## src/rtl/hazard_stall_unit.sv

```systemverilog
// Pipeline hazard/stall controller: load-use bubbles, memory stalls, branch flushes.
// Optional performance counters are built when HAZARD_PERF_CNT_EN is defined.
module hazard_stall_unit (
  input  logic        clk,
  input  logic        rst,
  input  logic        id_valid,
  input  logic [4:0]  id_rs1,
  input  logic [4:0]  id_rs2,
  input  logic        id_uses_rs1,
  input  logic        id_uses_rs2,
  input  logic [4:0]  id_rd,
  input  logic        id_writes_rd,
  input  logic        id_is_load,
  input  logic        br_taken,
  input  logic        dmem_req,
  input  logic        dmem_resp,
  output logic        stall_if,
  output logic        stall_id,
  output logic        stall_ex,
  output logic        stall_mem,
  output logic        bubble_ex,
  output logic        flush_if_id,
  output logic        flush_id_ex,
  output logic [1:0]  state,
  output logic [31:0] perf_stall_cnt,
  output logic [31:0] perf_flush_cnt
);

  typedef enum logic [1:0] {
    RUN       = 2'b00,
    LU_STALL  = 2'b01,
    MEM_STALL = 2'b10
  } state_t;

  state_t      state_q, state_d;
  logic        ex_valid_q, ex_valid_d;
  logic [4:0]  ex_rd_q, ex_rd_d;
  logic        ex_is_load_q, ex_is_load_d;
  logic        lu, ms;

  always_comb begin
    ms = dmem_req & ~dmem_resp;
    lu = id_valid & ex_valid_q & ex_is_load_q & (ex_rd_q != 5'd0) &
         ((id_uses_rs1 & (id_rs1 == ex_rd_q)) | (id_uses_rs2 & (id_rs2 == ex_rd_q)));
  end

  // Outputs depend only on the current inputs and tracker; state is informational
  // because ms, br_taken and lu fully determine the cycle's action.
  always_comb begin
    stall_if    = 1'b0;
    stall_id    = 1'b0;
    stall_ex    = 1'b0;
    stall_mem   = 1'b0;
    bubble_ex   = 1'b0;
    flush_if_id = 1'b0;
    flush_id_ex = 1'b0;
    state_d     = RUN;
    if (!rst) begin
      if (ms) begin
        stall_if  = 1'b1;
        stall_id  = 1'b1;
        stall_ex  = 1'b1;
        stall_mem = 1'b1;
        state_d   = MEM_STALL;
      end else if (br_taken) begin
        flush_if_id = 1'b1;
        flush_id_ex = 1'b1;
        state_d     = RUN;
      end else if (lu) begin
        stall_if  = 1'b1;
        stall_id  = 1'b1;
        bubble_ex = 1'b1;
        state_d   = LU_STALL;
      end
    end
  end

  // Shadow of the ID/EX register: only what the load-use check needs.
  always_comb begin
    ex_valid_d   = ex_valid_q;
    ex_rd_d      = ex_rd_q;
    ex_is_load_d = ex_is_load_q;
    if (!stall_ex) begin
      if (bubble_ex || flush_id_ex) begin
        ex_valid_d = 1'b0;
      end else if (!stall_id) begin
        ex_valid_d   = id_valid & id_writes_rd;
        ex_rd_d      = id_rd;
        ex_is_load_d = id_is_load;
      end
    end
  end

  always_ff @(posedge clk or posedge rst) begin
    if (rst) begin
      state_q      <= RUN;
      ex_valid_q   <= 1'b0;
      ex_rd_q      <= 5'd0;
      ex_is_load_q <= 1'b0;
    end else begin
      state_q      <= state_d;
      ex_valid_q   <= ex_valid_d;
      ex_rd_q      <= ex_rd_d;
      ex_is_load_q <= ex_is_load_d;
    end
  end

  assign state = state_q;

`ifdef HAZARD_PERF_CNT_EN
  logic [31:0] stall_cnt_q, stall_cnt_d;
  logic [31:0] flush_cnt_q, flush_cnt_d;

  always_comb begin
    stall_cnt_d = stall_cnt_q + {31'd0, stall_id};
    flush_cnt_d = flush_cnt_q + {31'd0, flush_id_ex};
  end

  always_ff @(posedge clk or posedge rst) begin
    if (rst) begin
      stall_cnt_q <= 32'd0;
      flush_cnt_q <= 32'd0;
    end else begin
      stall_cnt_q <= stall_cnt_d;
      flush_cnt_q <= flush_cnt_d;
    end
  end

  assign perf_stall_cnt = stall_cnt_q;
  assign perf_flush_cnt = flush_cnt_q;
`else
  assign perf_stall_cnt = 32'd0;
  assign perf_flush_cnt = 32'd0;
`endif

endmodule

```

## config.mk

```make
export PLATFORM = sky130hd
export DESIGN_NAME = hazard_stall_unit
export DESIGN_NICKNAME = d
export VERILOG_FILES = /design/src/rtl/hazard_stall_unit.sv
export SDC_FILE = /design/constraint.sdc
export NUM_CORES = 1
export LEC_CHECK = 0
export BUFFER_PORTS_ARGS = -buffer_cell sky130_fd_sc_hd__buf_4
export CORE_UTILIZATION = 25
export DETAILED_ROUTE_END_ITERATION = 10
export SETUP_SLACK_MARGIN = 0.2
export SLEW_MARGIN = 20
export SYNTH_ARGS = -nofsm -noshare
export SYNTH_HDL_FRONTEND = slang
export SYNTH_SLANG_ARGS = --single-unit
```

## constraint.sdc

```tcl
create_clock -name clk -period 4.2 [get_ports clk]
set_clock_uncertainty 0.1 [all_clocks]
set_input_delay 0.21 -clock clk [delete_from_list [all_inputs] [get_ports clk]]
set_output_delay 0.21 -clock clk [all_outputs]
set_load 0.05 [all_outputs]
```

==> Yosys cells after proc, flatten, opt, wreduce, memory -nomap -nowiden <==
Cells that the tools add are included.
{ "totals": {"ff_bits": 9, "input_bits": 25, "word_cells": 41} }
{ "classes": {"n_eq_ne": 3, "muxes": 17, "bitwise": 13, "reduce_logical": 4} }
{ "op_table": {"columns": ["operator", "n"], "rows": [
  ["$mux W1", 15],
  ["$eq A5 B5 Y1", 2],
  ["$and A1 B1 Y1", 8],
  ["$reduce_bool A5 Y1", 1],
  ["$mux W2", 2],
  ["$not A1 Y1", 4],
  ["$reduce_and A3 Y1", 1],
  ["$ne A2 B1 Y1 const B", 1],
  ["$reduce_and A2 Y1", 1],
  ["$logic_or A1 B1 Y1", 1],
  ["$or A1 B1 Y1", 1]
]} }

==> Longest topological paths before layout <==
{ "depth": {"depth_word": 11, "mapped_depth": 6} }

==> Worst setup path before layout <==
No wires, ideal clock.
{ "synth_timing": {"kind": "flip-flop to output port", "from": "reg ex_rd_q[1]", "to": "out stall_if", "t_arrival_ps": 1930, "setup_slack_ps": 1960, "stages_incl_launch_ff": 7, "n_path_buf": 1, "cell_sequence": "dfrtp_1 xnor2_1 nand4_1 o22ai_2 nand2_1 o21ai_0 buf_4"} }
{ "synth_via": {"elab_chain_cells": 8, "elab_cells_between_ends": 12} }
{ "synth_lines": {"columns": ["item", "line", "rtl"], "rows": [
  ["from (decl)", "37", "logic [4:0] ex_rd_q, ex_rd_d;"],
  ["from (signal assigned)", "103", "ex_rd_q <= ex_rd_d;"],
  ["$eq A5 B5 Y1", "44", "((id_uses_rs1 & (id_rs1 == ex_rd_q)) | (id_uses_rs2 & (id_rs2 == ex_rd_q)));"],
  ["$and A1 B1 Y1", "44", null],
  ["$or A1 B1 Y1", "44", null],
  ["$and A1 B1 Y1 *", "43", "lu = id_valid & ex_valid_q & ex_is_load_q & (ex_rd_q != 5'd0) &"],
  ["$mux W1 * (4 in a row)", null, null],
  ["to (decl)", "17", "output logic stall_if,"]
]} }
Mark *: on every way between the ends. The rest lies on a longest branch, timed or not.

==> Worst setup path in the final report <==
{ "layout_timing": {"from": "in rst", "to": "out stall_id"} }
{ "layout_via": {"elab_chain_cells": 1} }
{ "layout_lines": {"columns": ["item", "line", "rtl"], "rows": [
  ["from (decl)", "5", "input logic rst,"],
  ["$mux W1", "58", "if (!rst) begin"],
  ["to (decl)", "18", "output logic stall_id,"]
]} }
No other way between the ends.

==> results.py <==
metrics = {
    "synthesis": {
        "ys_warn_count": 0,
        "synth_seq_cells": 9,
        "netlist-cell-type-count": 19,
        "synth-seq-area-share_pct": 21.87,
        "syn_area_per_cell_um2": 8.727,
        "synth.cell_area_um2": 1030,
        "synth_cells": 118,
    },
    "global_route": {
        "overflow": 0,
        "grt_pass1_wl_um": 2442,
        "grt_usage_pct": 7.598,
        "first_global_vias": 506,
        "antenna_found_initial": 0,
        "grt_max_degree": 11,
    },
    "clock_network": {
        "clockBufferDepth": 2,
        "clkSlewWorstSetupHoldPaths_ns": 0.05,
        "cts-buffers-inserted": 3,
        "cts_root_buf": "clkbuf_8",
        "tritoncts": "built",
        "h-tree-depth": 1,
        "clkLatencyLatePin_ns": 0.23,
        "cts_sinks": 9,
    },
    "final_layout": {
        "fin_nets": 178,
        "layoutNonFillerInstCount": 200,
        "antenna_cells": 0,
        "syn_to_final_growth_pct": 9.356,
        "drive_above_1_share_pct": 28.95,
        "final_area_um2": 1126,
        "post-route-util_pct": 29.64,
    },
    "placed_design": {
        "hpwl_um": 1513,
        "placed_area_um2": 1071,
        "routabilityCongestion": 0.6976,
        "io_buffers": 33,
        "dp_worst_setup_slack_ns": 2.423,
        "placed_cells": 195,
    },
    "sta": {
        "final-max-slew-violation-count": 0,
        "min_period_over_period_pct": 51.72,
        "fmax_ghz": 0.4604,
        "worst_slack_ns": 2.028,
        "rsz0062_at_grt": "false",
        "hold_viol_final": 0,
        "setup_tns_ns": 0,
        "setup_viol_count_final": 0,
        "timing.hold.ws_ns": 0.1126,
        "fin_crit_ns": 2.172,
    },
    "pwr": {
        "p_per_area_nw_per_um2": 349.4,
        "p_leak_nw": 0.6029,
        "peakVddDrop_v": 0.0001442,
        "p_total_mw": 0.3934,
    },
    "status": {
        "status": "finished, final reports clean",
    },
    "hold_path": {
        "min_path_type": "in2reg",
    },
    "setup_path": {
        "start_kind": "primary input",
        "cp_data_arrival_time_ns": 1.86,
        "criticalPathCategory": "in2out",
        "endpoint_kind": "output pin",
        "path_max_fanout": 7,
        "required_ns": 3.89,
    },
    "drt": {
        "totalWireLength_um": 1733,
        "first_pass_iters": 4,
        "first_iter_violations": 4,
        "ant_nets": 0,
        "drc": 0,
        "vias": 645,
        "post_drt_wl_per_cell_um": 8.665,
        "drt-vias-per-instance": 3.225,
    },
    "floorplan": {
        "ioPinCount": 98,
        "die_w_um": 66.18,
        "rows": 22,
        "core_um2": 3799,
        "die-area_um2": 4380,
        "start_util_pct": 27.11,
        "die_y_um": 66.18,
    },
    "flow_run": {
        "max_cap_viol_count": 0,
    },
}
## what timing repair did
action	in CTS	in global routing
setup buffers	0	0
resized for setup	0	0
hold buffers	1	0
hold endpoints to repair	9	0
## path summary, 6_finish.rpt
kind,start,endpoint,slack [ns],cells after the start
max,rst,stall_id,2.03,8
min,id_rd[3],ex_rd_q[3],0.11,2
max reg2reg,ex_rd_q[0],ex_rd_q[4],2.51,5
min reg2reg,ex_is_load_q,ex_is_load_q,0.41,1
max in group asynchronous,rst,ex_rd_q[4],3.28,3
min in group asynchronous,rst,ex_valid_q,0.45,3
## power by group
group	internal [mW]	switching (mW)
clock	0.0661	0.0338
sequential	0.0937	0.00753
combinational	0.0371	0.155
total	0.197	0.197
## registers in the layout, summed over array words and instances (netlist names)
signal and cells:
ex_is_load_q 1, ex_rd_q 5, ex_valid_q 1, state 2
## cell usage after synthesis
library cell	count	share of area [%]
nand2b_1	1	0.61
nand2_1	3	1.1
and3_1	1	0.61
conb_1	1	0.36
dfrtp_1	9	22
buf_4	67	49
o22ai_2	1	1.2
nor3_1	1	0.49
a21oi_4	1	1.6
a21oi_1	1	0.49
o21ai_0	2	0.97
nor2_1	6	2.2
nand4_1	3	1.8
mux2_2	6	6.6
nand3_1	1	0.49
xnor2_1	10	8.5
inv_1	2	0.73
a32o_1	1	0.97
nor2b_1	1	0.61
## per-layer routing
layer  vias up  global-route usage [%]  share of wire, %  wire length (um)
met2        53                   11.61                49               848
met4         0                   3.989              0.58                10
li1        312                       -                 -                 -
met1       278                   9.741                40               696
met5         -                       0                 0                 0
met3         2                   1.897                10               178
## critical path, cell delays in order
cell and delay [ns]:
dlygate4sd3_1 0.53, buf_4 0.16, nor2_1 0.10, nand4_1 0.11, a21oi_1 0.25, nand2_1 0.11
o21ai_0 0.13, buf_4 0.25
## final cells by class
class | count | area [um^2]
Clock buffer | 4 | 45.04
Fill cell | 429 | 2673
Inverter | 2 | 7.507
Multi-Input combinational cell | 103 | 530.5
Sequential cell | 9 | 225.2
Tap cell | 48 | 60.06
Timing Repair Buffer | 34 | 257.7
## cell families (layout without fill, tap and decap cells)
group / after synthesis / after routing / share of synthesized area, %
xor gates and xnor gates: 10 / 10 / 8.505
muxes: 6 / 6 / 6.561
buffers and inverters: 69 / 40 / 49.57
and+or+nand+nor: 17 / 17 / 7.898
AOI/OAI and AO/OA: 6 / 6 / 5.225
DFF: 9 / 9 / 21.87
other: 1 / 64 / 0.3642
## placed cells by master (no fill, tap or decap), drive strengths merged
cell type and instances:
o22ai 1, clkbuf 4, and3 1, inv 2, dlygate4sd3 1, o21ai 2
nor2b 1, xnor2 10, buf 33, conb 64, nand3 1, a21oi 2
nand2b 1, dfrtp 9, mux2 6, nand4 3, nand2 3, nor3 1
nor2 6, a32o 1
Note: power is estimated with default switching activity, not from simulation.
